--- src/rtl/arith_extend_arbiter.sv ---
// Round-robin arbiter sharing one fixed-latency extender lane among requesters.
// Results return in grant order through a credit-protected FWFT buffer.
module arith_extend_arbiter #(
  parameter int IN_W    = 16,
  parameter int OUT_W   = 32,
  parameter int REQS    = 4,
  parameter int EXT_LAT = 1,
  parameter int ID_W    = $clog2(REQS)
) (
  input  logic                   clk,
  input  logic                   rst,
  input  logic [REQS-1:0]        req_valid,
  output logic [REQS-1:0]        req_ready,
  input  logic [REQS*IN_W-1:0]   req_data,
  input  logic [REQS-1:0]        req_sign,
  output logic [IN_W-1:0]        ext_in,
  output logic                   ext_sign,
  input  logic [OUT_W-1:0]       ext_out,
  output logic                   resp_valid,
  input  logic                   resp_ready,
  output logic [ID_W-1:0]        resp_id,
  output logic [OUT_W-1:0]       resp_data
);

  localparam int C  = EXT_LAT + 1;
  localparam int CW = $clog2(C + 1);
  localparam int PW = $clog2(C);
  localparam logic [CW-1:0] CAP = CW'(C);
  localparam logic [PW-1:0] LASTP = PW'(C - 1);

  logic [ID_W-1:0] last_q, last_d;
  logic [CW-1:0]   count_q, count_d;
  logic [CW-1:0]   fcnt_q, fcnt_d;
  logic [PW-1:0]   wp_q, wp_d;
  logic [PW-1:0]   rp_q, rp_d;

  logic [EXT_LAT-1:0] pv_q;
  logic [ID_W-1:0]    pid_q [EXT_LAT];

  logic [OUT_W-1:0] fd_q [C];
  logic [ID_W-1:0]  fi_q [C];

  logic            pop;
  logic            push;
  logic [ID_W-1:0] push_id;
  logic            issue_ok;
  logic            gnt_vld;
  logic [ID_W-1:0] gnt_id;
  logic [ID_W-1:0] cand;
  logic            grant;
  int              arb_idx;

  function automatic logic [PW-1:0] ptr_inc(input logic [PW-1:0] p);
    return (p == LASTP) ? '0 : p + 1'b1;
  endfunction

  assign pop     = resp_valid && resp_ready;
  assign push    = pv_q[EXT_LAT-1];
  assign push_id = pid_q[EXT_LAT-1];

  // A pop at full occupancy frees a credit in the same cycle.
  assign issue_ok = !rst &&
    ((count_q < CAP) || ((count_q == CAP) && pop));

  always_comb begin
    gnt_vld = 1'b0;
    gnt_id  = '0;
    arb_idx = 0;
    cand    = '0;
    for (int k = 1; k <= REQS; k++) begin
      arb_idx = (int'(last_q) + k) % REQS;
      cand    = ID_W'(arb_idx);
      if (!gnt_vld && req_valid[cand]) begin
        gnt_vld = 1'b1;
        gnt_id  = cand;
      end
    end
  end

  assign grant = issue_ok && gnt_vld;

  always_comb begin
    req_ready = '0;
    ext_in    = '0;
    ext_sign  = 1'b0;
    if (grant) begin
      req_ready[gnt_id] = 1'b1;
      ext_in   = req_data[int'(gnt_id)*IN_W +: IN_W];
      ext_sign = req_sign[gnt_id];
    end
  end

  always_comb begin
    last_d = last_q;
    if (grant) begin
      last_d = gnt_id;
    end
  end

  always_comb begin
    count_d = count_q;
    unique case ({grant, pop})
      2'b10:   count_d = count_q + 1'b1;
      2'b01:   count_d = count_q - 1'b1;
      default: count_d = count_q;
    endcase
  end

  always_comb begin
    fcnt_d = fcnt_q;
    wp_d   = wp_q;
    rp_d   = rp_q;
    if (push) begin
      wp_d = ptr_inc(wp_q);
    end
    if (pop) begin
      rp_d = ptr_inc(rp_q);
    end
    unique case ({push, pop})
      2'b10:   fcnt_d = fcnt_q + 1'b1;
      2'b01:   fcnt_d = fcnt_q - 1'b1;
      default: fcnt_d = fcnt_q;
    endcase
  end

  always_ff @(posedge clk or posedge rst) begin
    if (rst) begin
      last_q  <= ID_W'(REQS - 1);
      count_q <= '0;
      fcnt_q  <= '0;
      wp_q    <= '0;
      rp_q    <= '0;
    end else begin
      last_q  <= last_d;
      count_q <= count_d;
      fcnt_q  <= fcnt_d;
      wp_q    <= wp_d;
      rp_q    <= rp_d;
    end
  end

  // In-flight tags travel alongside the extender's own pipeline.
  always_ff @(posedge clk or posedge rst) begin
    if (rst) begin
      pv_q <= '0;
      for (int i = 0; i < EXT_LAT; i++) begin
        pid_q[i] <= '0;
      end
    end else begin
      pv_q[0]  <= grant;
      pid_q[0] <= gnt_id;
      for (int i = 1; i < EXT_LAT; i++) begin
        pv_q[i]  <= pv_q[i-1];
        pid_q[i] <= pid_q[i-1];
      end
    end
  end

  always_ff @(posedge clk) begin
    if (push) begin
      fd_q[wp_q] <= ext_out;
      fi_q[wp_q] <= push_id;
    end
  end

  assign resp_valid = (fcnt_q != '0);
  assign resp_id    = fi_q[rp_q];
  assign resp_data  = fd_q[rp_q];

  a_no_overflow: assert property (@(posedge clk) disable iff (rst)
    !(push && (fcnt_q == CAP) && !pop));

  a_onehot_ready: assert property (@(posedge clk) disable iff (rst)
    $onehot0(req_ready));

  a_count_bound: assert property (@(posedge clk) disable iff (rst)
    count_q <= CAP);

endmodule
--- config.mk ---
export PLATFORM = sky130hd
export DESIGN_NAME = arith_extend_arbiter
export DESIGN_NICKNAME = d
export VERILOG_FILES = /design/src/rtl/arith_extend_arbiter.sv
export SDC_FILE = /design/constraint.sdc
export NUM_CORES = 1
export LEC_CHECK = 0
export BUFFER_PORTS_ARGS = -buffer_cell sky130_fd_sc_hd__buf_4
export CAP_MARGIN = 20
export CORE_MARGIN = 2
export CORE_UTILIZATION = 42
export CTS_CLUSTER_SIZE = 8
export DETAILED_ROUTE_END_ITERATION = 12
export PLACE_DENSITY = 0.81
export SLEW_MARGIN = 20
export SYNTH_ARGS = -nofsm -noshare
export SYNTH_HDL_FRONTEND = slang
export SYNTH_SLANG_ARGS = --single-unit
--- constraint.sdc ---
create_clock -name clk -period 2.05 [get_ports clk]
set_input_delay 0 -clock clk [delete_from_list [all_inputs] [get_ports clk]]
set_output_delay 0 -clock clk [all_outputs]
set_load 0.1 [all_outputs]
==> impl_metrics.env, run 1 <==
export IMPL_outcome="complete, but fails checks"
export IMPL_failed_checks="setup timing"
export IMPL_yosys_area_top_type="edfxtp_1"
export IMPL_critical_path_top_delay_family="flip-flops"
export IMPL_endpoint_kind="output port"
export IMPL_hpwl_um=6070
export IMPL_die_area_um2=9120
export IMPL_synth_xor_area_frac=0.0199
export IMPL_fin_util=0.786
export IMPL_clkSinkCount=79
export IMPL_initial_core_util=0.430
export IMPL_cp_cell_sequence="nand2b_4 -> o21ai_2 -> a221oi_4 -> buf_6 -> buf_12 -> mux2i_4 -> o22ai_4 -> buf_12"
export IMPL_hold_worst_slack_ns=0.0299
export IMPL_setup_ws_ns=-0.241
export IMPL_synth_yosys_seq_area_share=0.660
export IMPL_timing_critical_path_mode_cell="buf_12"
export IMPL_place_area_um2=5160
export IMPL_worstRegToRegCells=7
export IMPL_fin_crit_ns=2.29
export IMPL_stdcell_count=547
export IMPL_numCtsBuffers=9
export IMPL_power_density_nw_per_um2=1700
export IMPL_synth_simple_area_share=0.0278
export IMPL_worstMarginPinSlew_ns=0.455
export IMPL_synth_top_area_share=0.581
export IMPL_rows=33
export IMPL_syn_to_final_growth_pct=82.8
export IMPL_place_inst=489
export IMPL_rsz0062_at_grt="yes"
export IMPL_vdd_ir_drop_worst_mv=1.05
export IMPL_setup_violations=21
export IMPL_via_per_inst=5.00
export IMPL_holdPathEnd="rp_q"
export IMPL_insertion_delay_ns=0.34
export IMPL_synth_compound_area_frac=0.0477
export IMPL_ys_top_cells_by_area="edfxtp_1, mux2_2, mux2i_1"
export IMPL_drc=0
export IMPL_cts_root_buf="clkbuf_8"
export IMPL_place_gp_congestion=0.774
export IMPL_cts_buffer_depth=2
export IMPL_grt_pass1_wl_um=14100
export IMPL_hp_start="resp_ready"
export IMPL_grtUsageTotal=0.207
export IMPL_cp_required_ns=2.05
export IMPL_core_um2=8180
export IMPL_syn_num_nets=331
export IMPL_path_buf_inv=3
export IMPL_post_drt_wl_per_cell_um=18.1
export IMPL_synthMuxAreaShare=0.206
export IMPL_fin_area_um2=6430
export IMPL_grt_max_degree=35
export IMPL_drive_gt1_frac=0.661
export IMPL_critPathMaxFanout=7
export IMPL_r2r_setup_slack_ns=0.40
export IMPL_maxCapViolCount=0
export IMPL_yosys_warnings=0
export IMPL_dr_first_iter_drc_count=73
export IMPL_route_vias_total=2735
export IMPL_synth_top_family_by_area="multiplexers"
export IMPL_worstReg2RegEnd="count_q[1]"
export IMPL_grt_pass1_vias=2950
export IMPL_ys_types=28
export IMPL_wirelength_um=9920
export IMPL_die_y_um=95.5
export IMPL_drt_pre_antenna_iters=4
export IMPL_clk_pin_slew_worst_paths_ns=0.07
export IMPL_layout_commonest_cell="buf_4"
export IMPL_port_buffers=162
export IMPL_leakage_nw=2.51
export IMPL_final_nets=546
export IMPL_diodes=0
export IMPL_final_fill_count=454
export IMPL_max_stage_delay_ns=0.55
export IMPL_min_path_type="primary input to flip-flop"
export IMPL_slew_headroom=0.697
export IMPL_final_max_slew_viol_count=0
export IMPL_io_pin_count=163
export IMPL_yosys_register_bits=79
export IMPL_h_tree_depth=3
export IMPL_p_total_mw=10.9
export IMPL_ant_nets=0
export IMPL_layout_common_cells="buf_4, edfxtp_1, mux2_2"
export IMPL_min_path_cells=3
export IMPL_die_x_um=95.5
export IMPL_r2r_start="fcnt_q[1]"
export IMPL_start_kind="flip-flop"
export IMPL_slowest_stage="dfstp_2"
export IMPL_synthAdderAreaFrac=0.00712
export IMPL_gr_total_overflow=0
export IMPL_syn_inst=222
export IMPL_netlist_area_um2=3510
export IMPL_period_share=1.12
export IMPL_hold_violations=0
export IMPL_avgSynthCellArea_um2=15.8
export IMPL_fmax_mhz=437
export IMPL_cts_tree="built"
export IMPL_critPathArrivalTime_ns=2.29
export IMPL_clock_skew_ns=0.00922
export IMPL_antenna_found_initial=0
export IMPL_criticalPathCategory="flip-flop to output port"
-- layer usage --
metal / wire [um] / track usage / vias to the layer above
met5: 0 / 0 / -
met4: 78 / 0.0655 / 0
met3: 768 / 0.0711 / 8
met2: 5490 / 0.390 / 125
met1: 3580 / 0.215 / 1319
li1: - / - / 1283
-- what timing repair did --
| item | 4_1_cts | 5_1_grt |
|---|---|---|
| hold buffers | 33 | 0 |
| cloned | 2 | 2 |
| pin swaps | 2 | 4 |
| endpoints found under the setup margin | 20 | 21 |
| buffers inserted | 2 | 3 |
| resized for setup | 90 | 28 |
| hold endpoints to repair | 73 | 0 |
-- final cells by class --
type / instances / area [um^2] / area share
Multi-Input combinational cell: 125 / 1650 / 0.256
Sequential cell: 79 / 2320 / 0.361
Tap cell: 105 / 131 / 0.0204
Timing Repair Buffer: 215 / 2090 / 0.325
Clock inverter: 5 / 82.6 / 0.0129
Clock buffer: 11 / 131 / 0.0204
Inverter: 7 / 28.8 / 0.00448
-- sequential cells by signal (all words and copies together) (netlist names) --
name     flops
fcnt_q       2
push         1
count_q      2
rp_q         1
fi_q         4
pid_q        2
last_q       2
wp_q         1
fd_q        64
-- worst max-delay path by stage --
stage	endpoint	slack [ns]	start	cells after the start
floorplan	ext_in[10]	-0.27	last_q[0]	6
global placement	ext_in[13]	0.11	last_q[0]	7
detailed placement	ext_in[13]	0.05	last_q[0]	7
CTS	ext_in[14]	-0.24	last_q[0]	8
global route	ext_in[0]	-0.33	last_q[0]	8
finish	ext_in[0]	-0.24	last_q[0]	8
-- per-stage QoR --
stage               TNS [ns]  setup slack [ns]
floorplan              -4.19            -0.272
global placement           0             0.115
detailed placement         0            0.0509
CTS                    -3.75            -0.236
global route           -5.43            -0.330
finish                 -3.52            -0.241
-- synth_stat cells --
cell,instances
or2_1,2
edfxtp_1,68
o21ai_1,4
nand2_1,4
inv_1,6
or2_2,1
o221ai_1,1
o211ai_1,1
and2_1,1
mux2i_1,34
clkbuf_1,6
a221oi_2,1
buf_1,1
dfstp_2,2
nand2b_1,3
buf_12,2
xor2_1,3
buf_6,1
inv_2,1
o22ai_1,17
nand3_1,1
xnor2_1,5
dfrtp_1,9
a21oi_1,2
mux2_2,34
nor2_1,9
buf_4,1
ha_1,2
-- worst reg2reg max path: cells and delay by family (launching register included) --
| kind | cells | cell delay, ns |
|---|---|---|
| flip-flops | 1 | 0.40 |
| AO/OA/AOI/OAI | 2 | 0.40 |
| adder cells (fa/ha/maj) | 1 | 0.25 |
| AND/OR/NAND/NOR | 2 | 0.24 |
| XOR/XNOR | 1 | 0.15 |
| buffers and inverters | 1 | 0.14 |
-- cells by family (layout without fill, tap and decap cells) --
group	after synthesis	in the layout
xor+xnor	8	8
fa+ha+maj	2	2
flops	79	79
mux	68	68
buf+inv	18	238
compound gates	26	26
simple gates	21	21
-- report_power, final --
group          internal [mW]  switching [mW]  total (mW)
Clock                  0.689           0.531        1.22
Sequential              2.21           0.151        2.36
Combinational           2.56            4.79        7.35
Total                   5.45            5.47        10.9
Note: power is estimated with default switching activity, not from simulation.
==> run 2, diff against run 1 <==
- ABC_AREA: not set -> 1
- ABC_CLOCK_PERIOD_IN_PS: not set -> 2050
- CORE_UTILIZATION: 42 -> 44
- PLACE_DENSITY: 0.81 -> 0.82
==> impl_metrics.env, run 2 <==
export IMPL_syn_to_final_growth_pct=76.6
export IMPL_ys_flop_type="edfxtp_1"
export IMPL_yosys_warnings=0
export IMPL_via_per_inst=5.28
export IMPL_synth_async_sr_flop_share=0.139
export IMPL_clock_skew_ns=0.0129
export IMPL_hold_worst_slack_ns=0.243
export IMPL_clk_pin_slew_worst_paths_ns=0.08
export IMPL_critPathMaxFanout=8
export IMPL_grt_pass1_vias=4114
export IMPL_outcome="complete, but fails checks"
export IMPL_hold_violations=0
export IMPL_cp_required_ns=2.05
export IMPL_cts_tree="built"
export IMPL_diodes=0
export IMPL_synth_most_common_cell="nand2_1"
export IMPL_failed_checks="setup timing"
export IMPL_worstRegToRegCells=14
export IMPL_post_drt_wl_per_cell_um=16.9
export IMPL_endpoint_kind="output port"
export IMPL_initial_core_util=0.457
export IMPL_min_path_type="primary input to async pin"
export IMPL_drt_pre_antenna_iters=4
export IMPL_grtUsageTotal=0.254
export IMPL_pre_cts_slack_ns=-0.281
export IMPL_avgSynthCellArea_um2=9.27
export IMPL_setup_violations=22
export IMPL_route_vias_total=4053
export IMPL_final_max_slew_viol_count=0
export IMPL_stdcell_count=767
export IMPL_critPathArrivalTime_ns=2.55
export IMPL_port_buffers=162
export IMPL_setup_ws_ns=-0.497
export IMPL_netlist_area_um2=4010
export IMPL_maxCapViolCount=0
export IMPL_cts_root_buf="clkbuf_8"
export IMPL_slew_headroom=0.675
export IMPL_netlist_top_cells_count="nand2_1, edfxtp_1, nor2_1, nand4_1, nand3_1"
export IMPL_start_kind="flip-flop"
export IMPL_fin_crit_ns=2.55
export IMPL_insertion_delay_ns=0.34
export IMPL_syn_inst=432
export IMPL_clkSinkCount=79
export IMPL_die_area_um2=9880
export IMPL_worstMarginPinSlew_ns=0.485
export IMPL_ys_top_cells_by_area="edfxtp_1, nand2_1, dfrtp_1"
export IMPL_io_pin_count=163
export IMPL_fin_util=0.807
export IMPL_antenna_found_initial=0
export IMPL_yosys_area_top_type="edfxtp_1"
export IMPL_period_share=1.24
export IMPL_fmax_mhz=393
export IMPL_grt_pass1_wl_um=20000
export IMPL_yosys_register_bits=79
export IMPL_wirelength_um=13000
export IMPL_rows=34
export IMPL_place_inst=703
export IMPL_synth_top_area_share=0.510
export IMPL_core_um2=8760
export IMPL_drc=0
export IMPL_criticalPathCategory="flip-flop to output port"
export IMPL_cts_buffer_depth=2
export IMPL_die_x_um=99.4
export IMPL_grt_max_degree=35
export IMPL_synth_edf_count=68
export IMPL_h_tree_depth=3
export IMPL_rsz0062_at_grt="yes"
export IMPL_gr_total_overflow=0
export IMPL_reg_top3="fd_q (64), fi_q (4)"
export IMPL_ys_types=28
export IMPL_dr_first_iter_drc_count=228
export IMPL_place_gp_congestion=0.885
export IMPL_drive_gt1_frac=0.496
export IMPL_die_y_um=99.4
export IMPL_final_nets=763
export IMPL_ant_nets=0
export IMPL_synth_yosys_seq_area_share=0.579
export IMPL_hpwl_um=7570
export IMPL_syn_num_nets=541
export IMPL_numCtsBuffers=9
export IMPL_largest_register="fd_q"
export IMPL_layout_commonest_cell="buf_4"
export IMPL_largest_reg_flops=64
export IMPL_layout_common_cells="buf_4, nand2_1, edfxtp_1"
-- run 2: cell count changes after synthesis, sizes merged, moves of 4 or more --
cell	previous run	this run
inv	7	13
nor2	9	39
nor3	0	4
mux2i	34	0
clkbuf	6	11
nand2	4	178
nand4	0	35
o22ai	17	0
buf	5	15
nand3	1	39
mux2	34	0
-- run 2: timing repair --
item,4_1_cts,5_1_grt
gates resized for setup,94,31
buffers inserted,8,2
cloned,3,2
setup endpoints to repair,23,23
hold buffers,34,0
endpoints found under the hold margin,74,0
pin swaps,27,28
-- run 2: final timing paths --
kind / startpoint / end / slack [ns]
worst max-delay path: last_q[0] / ext_in[13] / -0.50
worst min-delay path: rst / fcnt_q[1] / 0.24
worst max register to register: last_q[1] / count_q[1] / -0.09
worst min register to register: pid_q[0] / fi_q[1][0] / 0.46
max in group asynchronous: rst / last_q[1] / 1.47
min in group clk: ext_out[15] / fd_q[0][15] / 0.38
-- run 2: worst max-delay path, cell delays in order (launching register included) --
cell and delay, ns:
dfstp_2 0.59, buf_12 0.14, nand2_4 0.06, nand2_4 0.07
nand2_1 0.08, nand2_2 0.07, nand4_1 0.12, buf_4 0.17
nand3_4 0.13, buf_12 0.12, buf_16 0.11, nand4_1 0.08
nand2_1 0.11, nor2_2 0.06, nor2_4 0.12, buf_12 0.18
-- run 2: cell families after synthesis --
kind of cell               after synthesis  share of synthesized area
and+or+nand+nor                        297                      0.341
AOI/OAI and AO/OA                        8                    0.00999
DFF                                     79                      0.579
adders and majority gates                2                    0.00625
xor gates and xnor gates                 6                     0.0131
buffers and inverters                   40                     0.0500
-- run 2: final cells by class --
| type | instances | area [um^2] |
|---|---|---|
| Tap cell | 108 | 135 |
| Inverter | 14 | 57.6 |
| Fill cell | 476 | 1690 |
| Timing Repair Buffer | 236 | 2360 |
| Clock buffer | 9 | 124 |
| Sequential cell | 79 | 2320 |
| Multi-Input combinational cell | 314 | 1960 |
| Clock inverter | 7 | 119 |
-- run 2: through the flow --
step                TNS, ns  area [um^2]
floorplan             -3.54         4380
global placement      -2.61         5800
detailed placement    -4.24         5800
CTS                   -8.74         6940
global route         -11.80         7070
finish                -9.38         7070
-- run 2: metal layers --
layer / track usage / wire length (um) / vias to the layer above
met2: 0.462 / 6820 / 213
met4: 0.0601 / 278 / 0
met3: 0.0731 / 1280 / 27
met1: 0.297 / 4630 / 1907
li1: - / - / 1906
met5: 0 / 0 / -
Power of run 2 is not shown: default switching activity piles up to over one toggle a cycle in this logic, so the estimate is an artifact.
==> run 3, diff against run 2 <==
- CORE_ASPECT_RATIO: not set -> 1.4
- CORE_MARGIN: 2 -> not set
==> impl_metrics.env, run 3 (synthesis results as in run 2) <==
export IMPL_start_kind="flip-flop"
export IMPL_final_max_slew_viol_count=0
export IMPL_io_pin_count=163
export IMPL_rsz0062_at_grt="yes"
export IMPL_post_drt_wl_per_cell_um=17.3
export IMPL_reg_top3="fd_q (64), fi_q (4)"
export IMPL_clk_pin_slew_worst_paths_ns=0.05
export IMPL_min_path_type="primary input to async pin"
export IMPL_port_buffers=162
export IMPL_hold_violations=0
export IMPL_cts_root_buf="clkbuf_16"
export IMPL_regArea_um2=2320
export IMPL_fin_util=0.836
export IMPL_ant_nets=0
export IMPL_period_share=1.25
export IMPL_setup_ws_ns=-0.516
export IMPL_via_per_inst=5.32
export IMPL_final_nets=776
export IMPL_pre_cts_slack_ns=-0.327
export IMPL_gr_total_overflow=0
export IMPL_cts_buffer_depth=2
export IMPL_grtUsageTotal=0.275
export IMPL_layout_common_cells="buf_4, nand2_1, edfxtp_1"
export IMPL_syn_to_final_growth_pct=81.7
export IMPL_maxCapViolCount=0
export IMPL_cts_tree="built"
export IMPL_core_um2=8710
export IMPL_die_x_um=82.6
export IMPL_route_vias_total=4132
export IMPL_rows=40
export IMPL_antenna_found_initial=0
export IMPL_fin_crit_ns=2.57
export IMPL_clock_skew_ns=0.00273
export IMPL_insertion_delay_ns=0.32
export IMPL_die_y_um=115
export IMPL_largest_reg_flops=64
export IMPL_outcome="complete, but fails checks"
export IMPL_numCtsBuffers=9
export IMPL_grt_pass1_vias=4251
export IMPL_fmax_mhz=390
export IMPL_drc=0
export IMPL_grt_max_degree=35
export IMPL_final_fill_count=460
export IMPL_h_tree_depth=3
export IMPL_critPathArrivalTime_ns=2.57
export IMPL_clkSinkCount=79
export IMPL_failed_checks="setup timing"
export IMPL_initial_core_util=0.460
export IMPL_drt_pre_antenna_iters=4
export IMPL_dr_first_iter_drc_count=207
export IMPL_diodes=0
export IMPL_hpwl_um=8270
export IMPL_critPathMaxFanout=7
export IMPL_slew_headroom=0.707
export IMPL_multi_input_area_um2=2030
export IMPL_largest_register="fd_q"
export IMPL_wirelength_um=13400
export IMPL_cp_required_ns=2.05
export IMPL_drive_gt1_frac=0.511
export IMPL_worstMarginPinSlew_ns=0.438
export IMPL_criticalPathCategory="flip-flop to output port"
export IMPL_setup_violations=25
export IMPL_place_gp_congestion=0.881
export IMPL_grt_pass1_wl_um=19300
export IMPL_layout_commonest_cell="buf_4"
export IMPL_die_area_um2=9490
export IMPL_endpoint_kind="output port"
run 3: through the flow:
stage                     setup TNS [ns]  cell area, um^2  std cells  hold WS, ns
final                             -10.41             7280        776        0.264
after global routing              -13.03             7280        776        0.307
after CTS                          -8.76             7020        769        0.265
after detailed placement           -5.43             5860        704       0.0587
after global placement             -3.63             5860        704       0.0495
after floorplan                    -3.54             4380        432       -0.149
run 3: layer usage:
| layer | track usage | share of wire | up-vias |
|---|---|---|---|
| met5 | 0 | 0 | - |
| met1 | 0.265 | 0.34 | 1928 |
| met2 | 0.513 | 0.54 | 221 |
| met4 | 0.155 | 0.044 | 0 |
| li1 | - | - | 1939 |
| met3 | 0.0683 | 0.078 | 44 |
run 3: cell type report:
class                   count  area share
multi-input cells         316       0.279
repair buffers            247       0.337
clock inverters             4     0.00653
well taps                 105      0.0181
flip-flops and latches     79       0.319
inverters                  14     0.00825
clock buffers              11      0.0320
run 3: repair_timing:
item | CTS | global route
setup endpoints to repair | 24 | 25
pin swaps | 17 | 17
hold buffers | 34 | 0
endpoints found under the hold margin | 74 | 0
setup buffers | 12 | 5
gates resized for setup | 96 | 44
gates cloned | 4 | 2
run 3: worst max-delay path: stages, from the launching register on:
cell and delay (ns):
dfstp_2 0.62, inv_4 0.07, nand2_2 0.07, nand2_4 0.07, nand2_4 0.10, nand2_4 0.07, nor2_4 0.17, nand3_4 0.13
nand2_8 0.12, nand2_8 0.11, clkbuf_16 0.18, buf_4 0.14, nor3_4 0.19, buf_12 0.20
run 3: path summary, 6_finish.rpt:
path | slack (ns) | depth (start not counted) | end | from
min in group clk | 0.41 | 2 | fd_q[0][7] | ext_out[7]
setup reg to reg | -0.20 | 15 | count_q[1] | last_q[0]
hold / removal | 0.26 | 3 | rp_q | rst
max in group asynchronous | 1.46 | 3 | last_q[0] | rst
hold reg to reg | 0.45 | 0 | fi_q[1][0] | pid_q[0]
setup / recovery | -0.52 | 13 | req_ready[0] | last_q[1]
Power of run 3 is left out for the same reason.
